**config.mk**
```make
export PLATFORM = sky130hd
export DESIGN_NAME = cacheline_adapter
export DESIGN_NICKNAME = d
export VERILOG_FILES = /design/src/rtl/cacheline_adapter.sv
export SDC_FILE = /design/constraint.sdc
export NUM_CORES = 1
export LEC_CHECK = 0
export BUFFER_PORTS_ARGS = -buffer_cell sky130_fd_sc_hd__buf_4
export CAP_MARGIN = 25
export CORE_AREA = 2 2 275 277
export CTS_CLUSTER_DIAMETER = 100
export CTS_CLUSTER_SIZE = 40
export DETAILED_ROUTE_END_ITERATION = 12
export DIE_AREA = 0 0 277 279
export HOLD_SLACK_MARGIN = 0.06
export PLACE_DENSITY = 0.57
export SLEW_MARGIN = 20
export SYNTH_ARGS = -nofsm -noshare
export SYNTH_HDL_FRONTEND = slang
export SYNTH_SLANG_ARGS = --single-unit
```
**constraint.sdc**
```tcl
create_clock -name clk -period 22.3 [get_ports clk]
set_input_delay 1.115 -clock clk [delete_from_list [all_inputs] [get_ports clk]]
set_output_delay 1.115 -clock clk [all_outputs]
set_load 0.005 [all_outputs]
```
**src/rtl/cacheline_adapter.sv**
```systemverilog
// -----------------------------------------------------------------------------
// cacheline_adapter
//
// Bridges the last-level cache and the burst memory interface. A 256-bit
// cacheline read or write from the cache becomes one BEATS x BEAT_W burst on
// bmem. Read beats are assembled into line_rdata. Completion of either kind is
// reported to the cache with a single-cycle line_resp pulse. Only one request
// is in flight at a time.
//
// Ports
//   clk, rst     system clock, asynchronous active-high reset
//   line_addr    cache request byte address (sampled in IDLE only)
//   line_read    line read request, held by the cache until line_resp
//   line_write   line write request, held by the cache until line_resp
//   line_wdata   line to write, beat 0 = bits [BEAT_W-1:0]
//   line_rdata   assembled read line, valid from the line_resp cycle
//   line_resp    one-cycle completion pulse
//   bmem_addr    line-aligned burst address, 0 when no burst is active
//   bmem_read    burst read request
//   bmem_write   burst write request
//   bmem_wdata   current write beat
//   bmem_rdata   read beat, valid when bmem_resp=1
//   bmem_resp    per-beat acknowledge; gaps of any length are legal
// -----------------------------------------------------------------------------
module cacheline_adapter #(
    parameter  int BEAT_W = 64,
    parameter  int BEATS  = 4,
    localparam int LINE_W = BEAT_W * BEATS
) (
    input  logic              clk,
    input  logic              rst,

    input  logic [31:0]       line_addr,
    input  logic              line_read,
    input  logic              line_write,
    input  logic [LINE_W-1:0] line_wdata,
    output logic [LINE_W-1:0] line_rdata,
    output logic              line_resp,

    output logic [31:0]       bmem_addr,
    output logic              bmem_read,
    output logic              bmem_write,
    output logic [BEAT_W-1:0] bmem_wdata,
    input  logic [BEAT_W-1:0] bmem_rdata,
    input  logic              bmem_resp
);

    // Byte-offset bits inside one line; these are cleared on bmem_addr.
    localparam int OFS_W = $clog2(LINE_W / 8);
    localparam int CNT_W = $clog2(BEATS);

    localparam logic [1:0] IDLE = 2'd0;
    localparam logic [1:0] RD   = 2'd1;
    localparam logic [1:0] WR   = 2'd2;
    localparam logic [1:0] DONE = 2'd3;

    localparam logic [CNT_W-1:0] LAST_BEAT = CNT_W'(BEATS - 1);

    logic [1:0]        state;
    logic [CNT_W-1:0]  cnt;
    logic [31-OFS_W:0] addr_q;    // only the line-aligned part is ever used
    logic [LINE_W-1:0] wdata_q;

    logic              burst_active;
    logic              last_beat;

    // The offset bits of the request address are intentionally dropped; this
    // reduction only marks them as consumed.
    logic              unused_ofs;
    assign unused_ofs = ^line_addr[OFS_W-1:0];

    assign burst_active = (state == RD) || (state == WR);
    assign last_beat    = (cnt == LAST_BEAT);

    // -------------------------------------------------------------------------
    // State, beat counter and captured request
    // -------------------------------------------------------------------------
    // NOTE: every register here, including the wide data registers, is cleared
    // by reset so that all outputs read as zero while rst is high.
    always_ff @(posedge clk or posedge rst) begin
        if (rst) begin
            state      <= IDLE;
            cnt        <= '0;
            addr_q     <= '0;
            wdata_q    <= '0;
            line_rdata <= '0;
        end else begin
            // NOTE: non-blocking assignments throughout, so every branch below
            // reads the pre-edge value of cnt and state.
            case (state)
                IDLE: begin
                    // Write wins when both requests are raised together.
                    if (line_write) begin
                        addr_q  <= line_addr[31:OFS_W];
                        wdata_q <= line_wdata;
                        state   <= WR;
                    end else if (line_read) begin
                        addr_q  <= line_addr[31:OFS_W];
                        state   <= RD;
                    end
                end

                RD: begin
                    if (bmem_resp) begin
                        line_rdata[cnt*BEAT_W +: BEAT_W] <= bmem_rdata;
                        if (last_beat) begin
                            cnt   <= '0;
                            state <= DONE;
                        end else begin
                            cnt   <= cnt + 1'b1;
                        end
                    end
                end

                WR: begin
                    if (bmem_resp) begin
                        if (last_beat) begin
                            cnt   <= '0;
                            state <= DONE;
                        end else begin
                            cnt   <= cnt + 1'b1;
                        end
                    end
                end

                DONE: begin
                    // bmem_resp is ignored here; the pulse lasts one cycle.
                    state <= IDLE;
                end

                default: begin
                    state <= IDLE;
                end
            endcase
        end
    end

    // -------------------------------------------------------------------------
    // Outputs, decoded from state so that they drop the instant rst rises
    // -------------------------------------------------------------------------
    // NOTE: each output gets a value on every path, so no latch is inferred.
    always_comb begin
        bmem_read  = (state == RD);
        bmem_write = (state == WR);
        line_resp  = (state == DONE);
        bmem_addr  = burst_active ? {addr_q, {OFS_W{1'b0}}} : 32'd0;
        // The beat follows cnt directly, so it only steps on an acknowledge.
        bmem_wdata = (state == WR) ? wdata_q[cnt*BEAT_W +: BEAT_W] : '0;
    end

endmodule
```
Yosys cells after proc, flatten, opt, wreduce, memory -nomap -nowiden
Index checks and enable logic that the tools add are counted.
Widths: inputs -> output; s select.
{"block": "word_totals", "register_bits": 543, "in_bits": 357, "out_inout_bits": 355, "elab_cells": 37}
{"block": "op_classes", "add_sub_neg": 2, "eq_ne": 7, "n_shift": 3, "muxes": 11, "reduce_logical": 9}
{"op": "$bwmux 256", "n": 1}
{"op": "$shift 64x34->256 const A", "n": 1}
{"op": "$shiftx 256x9->64", "n": 1}
{"op": "$shiftx 64x34->256", "n": 1}
{"op": "$mux 64", "n": 1}
{"op": "$mux 27", "n": 2}
{"op": "$neg 8->34", "n": 1}
{"op": "$mux 32", "n": 1}
{"op": "$mux 2", "n": 5}
{"op": "$reduce_and 2->1", "n": 4}
{"op": "$eq 2x2->1 const B", "n": 3}
{"op": "$pmux 2 s3", "n": 1}
{"op": "$ne 2x1->1 const B", "n": 2}
{"op": "$ne 3x3->1 const B", "n": 1}
{"op": "$reduce_and 3->1", "n": 1}
{"op": "$add 2x1->2 const B", "n": 1}
{"op": "$eq 2x1->1 const B", "n": 1}
{"op": "$logic_not 2->1", "n": 1}
{"op": "$reduce_bool 2->1", "n": 1}
{"op": "$reduce_or 2->1", "n": 1}
{"op": "$logic_or 1x1->1", "n": 1}

Depth between registers and ports, before layout
Gate-level depths: netlist (run 1).
{"block": "logic_depth", "word_depth": 4, "ltp_mapped": 9, "mapped_depth_nobuf": 5}

Worst setup path before layout (run 1)
No wires, ideal clock.
{"block": "synth_path", "path_type": "register to output", "from": "register cnt[0]", "to": "output port bmem_wdata[35]", "t_arrival_ns": 1.608, "t_required_ns": 21.185, "slack_ns": 19.577, "stages_incl_launch_ff": 6, "n_path_buf": 3, "cell_sequence": "dfrtp_1 buf_4 buf_4 buf_4 mux4_2 and2_1"}
{"block": "synth_via", "elab_chain_cells": 2}
{"item": "start: declaration", "line_no": "60", "text": "logic [CNT_W-1:0] cnt;"}
{"item": "start signal: assignment", "line_no": "110", "text": "cnt <= cnt + 1'b1;"}
{"item": "start signal: assignment", "line_no": "121", "text": "cnt <= cnt + 1'b1;"}
{"item": "$shiftx 256x9->64", "line_no": "148", "text": "bmem_wdata = (state == WR) ? wdata_q[cnt*BEAT_W +: BEAT_W] : '0;"}
{"item": "$mux 64", "line_no": "148"}
{"item": "end: declaration", "line_no": "43", "text": "output logic [BEAT_W-1:0] bmem_wdata,"}
Every way passes these cells.

Worst setup path in the final report (run 1)
{"block": "layout_path", "from": "register cnt[0]", "to": "output port bmem_wdata[0]"}
Same word-level chain as after synthesis.

==> results of run 1 <==
[where the power goes]
group	switching (uW)	total, uW	internal [uW]
Combinational	636	1690	1060
Sequential	284	1740	1460
Clock	389	633	243
Total	1310	4070	2760
[placed cells by master (no fill, tap or decap), drive strengths merged, types with 10 or more instances in the layout]
master and instances:
clkinv 10, ha 12, dfrtp 543, a22o 256, mux4 64, inv 15
buf 727, mux2 285, and2 91, clkbuf 25
[layer usage]
metal | GRT usage | up-vias | wire (microns)
li1 | - | 6472 | -
met1 | 0.199 | 7830 | 25200
met2 | 0.294 | 587 | 34600
met3 | 0.0652 | 91 | 6700
met4 | 0.0484 | 12 | 1860
met5 | 0 | - | 76
[metrics by stage]
stage	hold slack (ns)	cells
after global placement	0.480	2980
after floorplan	0.471	1400
after detailed placement	0.485	2980
final	0.500	3030
after global routing	0.525	3029
after CTS	0.508	3025
[state kept, by name, indices dropped and copies added, names as in the netlist]
register and flops:
state 2, wdata_q 256, cnt 2, line_rdata 256, addr_q 27
[worst max-delay path by stage]
stage / startpoint / to / slack (ns) / cells past startpoint
6_report: cnt[0] / bmem_wdata[0] / 17.90 / 4
5_1_grt: cnt[0] / bmem_wdata[26] / 17.57 / 4
4_1_cts: cnt[0] / bmem_wdata[0] / 17.67 / 4
3_5_place_dp: line_write / wdata_q[81] / 18.17 / 5
3_3_place_gp: line_write / wdata_q[85] / 18.22 / 5
2_1_floorplan: rst / addr_q[0] / 6.01 / 1
[final cells by class]
class | instances | area, sq um
repair buffers | 727 | 5530
fillers | 6985 | 44800
clock buffers | 25 | 626
well taps | 969 | 1210
inverters | 5 | 26.3
diodes | 2 | 5.00
clock inverters | 20 | 390
flip-flops and latches | 543 | 13600
multi-input cells | 739 | 7890
[cell families after synthesis]
logic type	Yosys count	share of synthesized area
AOI/OAI and AO/OA	259	0.103
adders and majority gates	12	0.00682
buffers and inverters	118	0.0269
DFF	543	0.617
muxes	352	0.213
other	1	0.000170
and+or+nand+nor	111	0.0332
==> run metrics, run 1 <==
status=complete, no violations; maximum VDD drop=81.9 uV; crit path cell chain=buf_4, mux4_2, and2_1, buf_4; gr ovfl total=0; synthesized area per cell=15.8 sq um; crit-path max FO=38; clock-pin slew on the worst setup and hold paths=0.08 ns; setup slack, reg-to-reg=18.84 ns; final setup TNS=0 ns; Die Area=0.0773 sq mm; gpl congestion=0.801; DP Worst Slack=18.17 ns; worst-case reg-to-reg path depth=7; Rows=100; r2r startpoint=state[1]; Post-CTS Resized=0; worst hold start=wdata_q[249]; fin area=0.0293 sq mm; Seq/Total Area, Yosys=0.617; #FFs+latches synth=543; dpl hpwl=48600 microns; Global Route Usage Sum=0.171; Hold Path Stages=1; synth warn=0; Cells after Synth=1396; Synth top cells by count=543 x dfrtp_1, 285 x mux2_2, 256 x a22o_1; crit path DAT=3.28 ns; vias=15.0k; CP max stage delay=0.92 ns; core box area=0.0741 sq mm; cell with the most instances after synthesis=dfrtp_1; Detail Route Antenna Nets=0; Final setup viols=0; cts bufs inserted=25; unrepaired setup endpoints after global routing=no; CTS HTree Levels=1; min-delay worst type=reg2reg; Async S/R FF share, synth=1.00; Synth top area share=0.617; most area-consuming cells after synthesis=dfrtp_1 62%, mux2_2 15%, a22o_1 10%, mux4_2 6.5%, and2_1 2.6%; crit end category=primary output; first-pass GRT wire length=103000 microns; Buf/Inv on CP=2; Starting DRT DRC Count=870; initial core utilization=0.297; Critical Path Source Type=flop; EDFF count, synth=0; CTS max path bufs=3; DRC=0; Die X=277 microns; worst slew pin tran=1.01 ns; DR vias/cell=4.95; post-CTS setup buffers=0; final hold violation count=0; total wire length=68500 microns; setup ws final=17.90 ns; Hold-fix buffers, CTS=0; cell mode on critical path=buf_4; Root Driver=clkbuf_16; R2R Path End=wdata_q[150]; initial antenna violation count=7; Slew Viols, Final=0; clock sink count=543; Crit path max-delay family=flip-flops; hold endpoint=wdata_q[249]; Max-Cap Viols=0; P_leak=0.0141 uW; Tot Pwr=4070 uW; I/O Buffers=701; Yosys top cell by area=dfrtp_1; placed inst area=0.0282 sq mm; Slowest-stage cell, CP=dfrtp_4; Main synth FF type=dfrtp_1; Relative slew margins=0.330; Final Cycle Share=0.197; largest net degree at the start of global routing=166; Final Util=0.395; share of cells above drive strength 1=0.553; CTS tree=yes; I/O pin count=712; Max Freq=0.227 GHz; vias in the first global route=16.0k; CP required=21.19 ns; Nets=2410; power density over the cells=139 mW/mm^2; P&R area growth vs syn=33.0%; Cell variety after synth=28; min cycle time layout=4.40 ns; worst skew pair latency=0.63 ns; Die Y=279 microns; drt wl/cell=22.6 microns; Post-Syn Area=0.0220 sq mm; Clock Skew=0.0518 ns; drt pass-1 iters=5; Setup CP Type=reg2out
No activity file was read; power rests on OpenSTA's default activity.
==> run 2, diff against run 1 <==
--- a/config.mk
+++ b/config.mk
@@ -7,13 +7,13 @@
 export LEC_CHECK = 0
 export BUFFER_PORTS_ARGS = -buffer_cell sky130_fd_sc_hd__buf_4
 export CAP_MARGIN = 25
-export CORE_AREA = 2 2 275 277
+export CORE_AREA = 2 2 281 283
 export CTS_CLUSTER_DIAMETER = 100
 export CTS_CLUSTER_SIZE = 40
 export DETAILED_ROUTE_END_ITERATION = 12
-export DIE_AREA = 0 0 277 279
+export DIE_AREA = 0 0 283 285
 export HOLD_SLACK_MARGIN = 0.06
-export PLACE_DENSITY = 0.57
+export PLACE_DENSITY = 0.58
 export SLEW_MARGIN = 20
 export SYNTH_ARGS = -nofsm -noshare
 export SYNTH_HDL_FRONTEND = slang
==> constraint.sdc (replaced) <==
create_clock -name clk -period 3.8 [get_ports clk]
set_input_delay 0.19 -clock clk [delete_from_list [all_inputs] [get_ports clk]]
set_output_delay 0.19 -clock clk [all_outputs]
set_load 0.005 [all_outputs]
==> run metrics, run 2 (same netlist as run 1, synthesis figures left out) <==
status=complete, no violations (unchanged); worst slew pin tran=0.996 ns (was 1.01 ns); R2R Path End=line_rdata[124] (was wdata_q[150]); Post-CTS Resized=0 (unchanged); r2r startpoint=cnt[0] (was state[1]); logic gate share of total power=0.431 (was 0.416); setup ws final=0.861 ns (was 17.90 ns); Root Driver=clkbuf_16 (unchanged); placed cell count=3087 (was 2980); Hold-fix buffers, CTS=350 (was 0); unrepaired setup endpoints after global routing=no (unchanged); Die Area=0.0807 sq mm (was 0.0773 sq mm); vias=16.5k (was 15.0k); Hold Path Stages=3 (was 1); non-filler cells, final=3485 (was 3030); crit path cell chain=buf_4, mux4_2, and2_1, buf_4 (unchanged); largest registers=line_rdata x256, wdata_q x256, addr_q x27 (unchanged); initial core utilization=0.282 (was 0.297); CP max stage delay=0.71 ns (was 0.92 ns); clock-pin slew on the worst setup and hold paths=0.13 ns (was 0.08 ns); min-delay worst type=in2reg (was reg2reg); P_leak=0.0157 uW (was 0.0141 uW); min cycle time layout=2.94 ns; cts bufs inserted=25 (unchanged); drt wl/cell=21.0 microns (was 22.6 microns); P&R area growth vs syn=50.7% (was 33.0%); hold endpoint=addr_q[2] (was wdata_q[249]); Tot Pwr=24400 uW (was 4070 uW); Min Hold Slack=0.110 ns (was 0.500 ns); Internal=16500 uW (was 2760 uW); Buf/Inv on CP=2 (unchanged); Relative slew margins=0.336 (was 0.330); Max Freq=0.340 GHz; most common cell after layout, fill and taps aside=buf_4 (unchanged); CTS tree=yes (unchanged); CTS HTree Levels=1 (unchanged); Clock Skew=0.0608 ns (was 0.0518 ns); total wire length=73100 microns (was 68500 microns); Setup CP Type=reg2out (unchanged); Nets=2783 (was 2410); Detail Route Antenna Nets=0 (unchanged); Starting DRT DRC Count=890 (was 870); CTS max path bufs=3 (unchanged); final hold violation count=0 (unchanged); Critical Path Source Type=flop (unchanged); cell mode on critical path=buf_4 (unchanged); Slowest-stage cell, CP=dfrtp_4 (unchanged); vias in the first global route=18.1k (was 16.0k); Psw=7910 uW (was 1310 uW); initial antenna violation count=12 (was 7); Final setup viols=0 (unchanged); DRC=0 (unchanged); Clk network pwr share=0.151 (was 0.156); setup slack, reg-to-reg=1.04 ns (was 18.84 ns); largest net degree at the start of global routing=110 (was 166); power density over the cells=737 mW/mm^2 (was 139 mW/mm^2); Global Route Usage Sum=0.177 (was 0.171); I/O pin count=712 (unchanged); core box area=0.0780 sq mm (was 0.0741 sq mm); crit-path max FO=36 (was 38); most frequent cells in the layout=736 x buf_4, 541 x dfrtp_1, 350 x dlygate4sd3_1 (was 722 x buf_4, 541 x dfrtp_1, 285 x mux2_2); worst hold start=line_read (was wdata_q[249]); sw frac=0.323 (was 0.322); dpl hpwl=51100 microns (was 48600 microns); Final Cycle Share=0.773; maximum VDD drop=433 uV (was 81.9 uV); gpl congestion=0.836 (was 0.801); Die Y=285 microns (was 279 microns); Crit path max-delay family=buffers and inverters (was flip-flops); DP Worst Slack=0.946 ns (was 18.17 ns); first-pass GRT wire length=112000 microns (was 103000 microns); I/O Buffers=701 (unchanged); Die X=283 microns (was 277 microns); Flop pwr share=0.418 (was 0.428); crit path DAT=2.75 ns (was 3.28 ns); Slew Viols, Final=0 (unchanged); gr ovfl total=0 (unchanged); clock sink count=543 (unchanged); CP required=3.61 ns (was 21.19 ns); drt pass-1 iters=5 (unchanged); Rows=103 (was 100); worst skew pair latency=0.63 ns (about the same); worst-case reg-to-reg path depth=6 (was 7); DR vias/cell=4.73 (was 4.95); post-CTS setup buffers=0 (unchanged); crit end category=primary output (unchanged); share of cells above drive strength 1=0.477 (was 0.553); Layout fillers=7161 (was 6985); Max-Cap Viols=0 (unchanged)
[run 2: worst max-delay path by stage]
stage	startpoint	endpoint	slack, ns	depth (start not counted)
6_report	cnt[1]	bmem_wdata[58]	0.86	4
5_1_grt	cnt[1]	bmem_wdata[58]	0.77	4
3_3_place_gp	cnt[0]	line_rdata[109]	1.02	6
2_1_floorplan	rst	addr_q[0]	-3.78	1
3_5_place_dp	cnt[0]	line_rdata[113]	0.95	6
4_1_cts	cnt[1]	bmem_wdata[58]	0.76	4
[run 2: stage by stage]
stage / TNS, ns / cell area [sq um] / util
floorplan: -2050.33 / 22000 / -
detailed placement: 0 / 28700 / 0.368
CTS: 0 / 33100 / 0.425
finish: 0 / 33200 / 0.425
global placement: 0 / 28600 / 0.367
global route: 0 / 33200 / 0.425
[run 2: power groups by stage]
stage / registers [uW] / logic, uW / clock network, uW
floorplan: 9900 / 5620 / 0
global placement: 10200 / 10200 / 0
detailed placement: 10300 / 10400 / 0
CTS: 10200 / 10700 / 3820
global route: 10500 / 11400 / 4020
finish: 10200 / 10500 / 3690
[run 2: worst register-to-register path, delay by kind of cell, from the launching register on]
kind	cells	cell delay [ns]
compound gates	1	0.28
buf+inv	2	1.08
flops	1	0.43
fa+ha+maj	1	0.33
simple gates	2	0.62
[run 2: final cells by class]
type,count,area (sq um),share of cell area
Clock inverter,18,350,0.0106
Tap cell,1050,1310,0.0396
Multi-Input combinational cell,739,7910,0.239
Timing Repair Buffer,1100,9320,0.281
Antenna cell,4,10.0,0.000302
Inverter,5,22.5,0.000679
Sequential cell,543,13600,0.410
Clock buffer,26,639,0.0193
[run 2: routing by layer]
layer  wire, microns  vias to the layer above  GRT usage
met5             103                        -          0
met4            2480                       16     0.0531
li1                -                     7213          -
met1           28400                     8520      0.212
met3            5280                      110     0.0459
met2           36900                      629      0.311
==> run 3, diff against run 2 <==
==> constraint.sdc (replaced) <==
create_clock -name clk -period 2.45 [get_ports clk]
set_input_delay 0.1225 -clock clk [delete_from_list [all_inputs] [get_ports clk]]
set_output_delay 0.1225 -clock clk [all_outputs]
set_load 0.005 [all_outputs]
==> run metrics, run 3 (same netlist as run 1, synthesis figures left out) <==
status=complete, but fails checks (was complete, no violations); violated checks=negative setup slack; crit path DAT=2.34 ns (was 2.75 ns); min cycle time layout=2.47 ns; initial antenna violation count=6 (was 12); Die X=283 microns (unchanged); P_leak=0.0160 uW (was 0.0157 uW); CTS max path bufs=3 (unchanged); crit-path max FO=14 (was 36); Detail Route Antenna Nets=0 (unchanged); clock-pin slew on the worst setup and hold paths=0.12 ns (was 0.13 ns); gpl congestion=0.865 (was 0.836); crit end category=primary output (unchanged); drt wl/cell=22.1 microns (was 21.0 microns); gr ovfl total=0 (unchanged); vias=16.8k (was 16.5k); setup slack, reg-to-reg=0.11 ns (was 1.04 ns); dpl hpwl=54400 microns (was 51100 microns); Rows=103 (unchanged); Relative slew margins=0.468 (was 0.336); first-pass GRT wire length=116000 microns (was 112000 microns); min-delay worst type=in2async (was in2reg); worst skew pair latency=0.59 ns (was 0.63 ns); Setup CP Type=reg2out (unchanged); maximum VDD drop=779 uV (was 433 uV); Max-Cap Viols=0 (unchanged); Starting DRT DRC Count=959 (was 890); Die Y=285 microns (unchanged); DRC=0 (unchanged); DR vias/cell=4.76 (was 4.73); final hold violation count=0 (unchanged); I/O Buffers=701 (unchanged); R2R Path End=line_rdata[164] (was line_rdata[124]); Max Freq=0.405 GHz; I/O pin count=712 (unchanged); r2r startpoint=cnt[0] (unchanged); largest registers=line_rdata x256, wdata_q x256, addr_q x27 (unchanged); Slew Viols, Final=0 (unchanged); CP max stage delay=0.55 ns (was 0.71 ns); vias in the first global route=18.3k (was 18.1k); largest net degree at the start of global routing=81 (was 110); most frequent cells in the layout=695 x buf_4, 541 x dfrtp_1, 352 x dlygate4sd3_1 (was 736 x buf_4, 541 x dfrtp_1, 350 x dlygate4sd3_1); P&R area growth vs syn=54.2% (was 50.7%); share of cells above drive strength 1=0.504 (was 0.477); CTS HTree Levels=1 (unchanged); met2 Use GR=0.317 (was 0.311); setup ws final=-0.0163 ns (was 0.861 ns); Critical path origin=cnt[0] (was cnt[1]); worst-case reg-to-reg path depth=8 (was 6); core box area=0.0780 sq mm (unchanged); Nets=2812 (was 2783); Root Driver=clkbuf_16 (unchanged); Critical Path Source Type=flop (unchanged); initial core utilization=0.282 (unchanged); Final Cycle Share=1.01; crit path cell chain=buf_16, buf_16, mux4_2, and2_4, buf_6 (was buf_4, mux4_2, and2_1, buf_4); cts bufs inserted=25 (unchanged); Clock Skew=0.0276 ns (was 0.0608 ns); CP required=2.33 ns (was 3.61 ns); most common cell after layout, fill and taps aside=buf_4 (unchanged); worst slew pin tran=0.798 ns (was 0.996 ns); Final setup viols=2 (was 0); Slowest-stage cell, CP=mux4_2 (was dfrtp_4); drt pass-1 iters=5 (unchanged); Global Route Usage Sum=0.185 (was 0.177); clock sink count=543 (unchanged); Die Area=0.0807 sq mm (unchanged); met3 Usage GRT=0.0320 (was 0.0459); power density over the cells=1170 mW/mm^2 (was 737 mW/mm^2); met1 GRT Util=0.238 (was 0.212); total wire length=77700 microns (was 73100 microns); layer with the highest usage=met2 (unchanged); Final Util=0.435 (was 0.425); unrepaired setup endpoints after global routing=yes (was no); CTS tree=yes (unchanged); cell mode on critical path=buf_16 (was buf_4); final setup TNS=-0.0249 ns (was 0 ns)
-- run 3: cell count changes in the layout (fill, tap and decap cells not counted), moves of 4 or more --
| cell | before | now |
|---|---|---|
| and2_1 | 91 | 41 |
| and2_4 | 0 | 50 |
| buf_12 | 13 | 22 |
| buf_16 | 1 | 7 |
| buf_4 | 736 | 695 |
| buf_6 | 0 | 51 |
| diode_2 | 4 | 8 |
-- run 3: layer usage --
layer	vias to the layer above	part of all wire	wire (microns)
met5	-	0.00012	9
met1	8752	0.41	31900
li1	7266	-	-
met4	2	0.032	2520
met2	601	0.50	39100
met3	135	0.055	4300
-- run 3: worst max-delay path, delay by kind of cell (launching register included) --
| family | cells | cell delay [ns] |
|---|---|---|
| multiplexers | 1 | 0.55 |
| buffers and inverters | 3 | 0.50 |
| AND/OR/NAND/NOR | 1 | 0.18 |
| flip-flops | 1 | 0.47 |
-- run 3: stage by stage --
stage | cells | hold WS (ns) | setup slack [ns] | total power [uW] | cell area, sq um
finish | 3518 | 0.144 | -0.0163 | 39700 | 33900
global route | 3515 | 0.155 | -0.101 | 41900 | 33900
CTS | 3505 | 0.131 | -0.0795 | 39700 | 33700
detailed placement | 3103 | 0.246 | 0.232 | 32500 | 28900
global placement | 3103 | 0.247 | 0.285 | 31900 | 28900
floorplan | 1400 | 0.255 | -5.06 | 24100 | 22000
-- run 3: repair_timing --
action	in CTS	in global routing
hold buffers	352	0
setup endpoints to repair	73	116
setup buffers	4	3
endpoints found under the hold margin	752	0
cloned	2	2
gates resized for setup	76	43
pin swaps	26	7
-- run 3: power by group --
group / switching, uW / total (uW) / internal [uW]
clock network: 3400 / 5660 / 2260
registers: 2570 / 15800 / 13300
logic: 6870 / 18200 / 11300
total: 12800 / 39700 / 26900
-- run 3: final cells by class --
class	count	area, sq um
Tap cell	1050	1310
Clock buffer	27	643
Inverter	5	26.3
Multi-Input combinational cell	739	8040
Timing Repair Buffer	1129	10000
Fill cell	7015	44000
Antenna cell	8	20.0
Clock inverter	17	313
Sequential cell	543	13600
-- run 3: worst max-delay path by stage --
stage                           end  slack (ns)  cells past startpoint
finish                bmem_wdata[5]       -0.02                      5
global route         bmem_wdata[48]       -0.10                      5
CTS                  bmem_wdata[45]       -0.08                      5
detailed placement  line_rdata[132]        0.23                      6
global placement     line_rdata[73]        0.28                      7
floorplan                 addr_q[0]       -5.06                      1
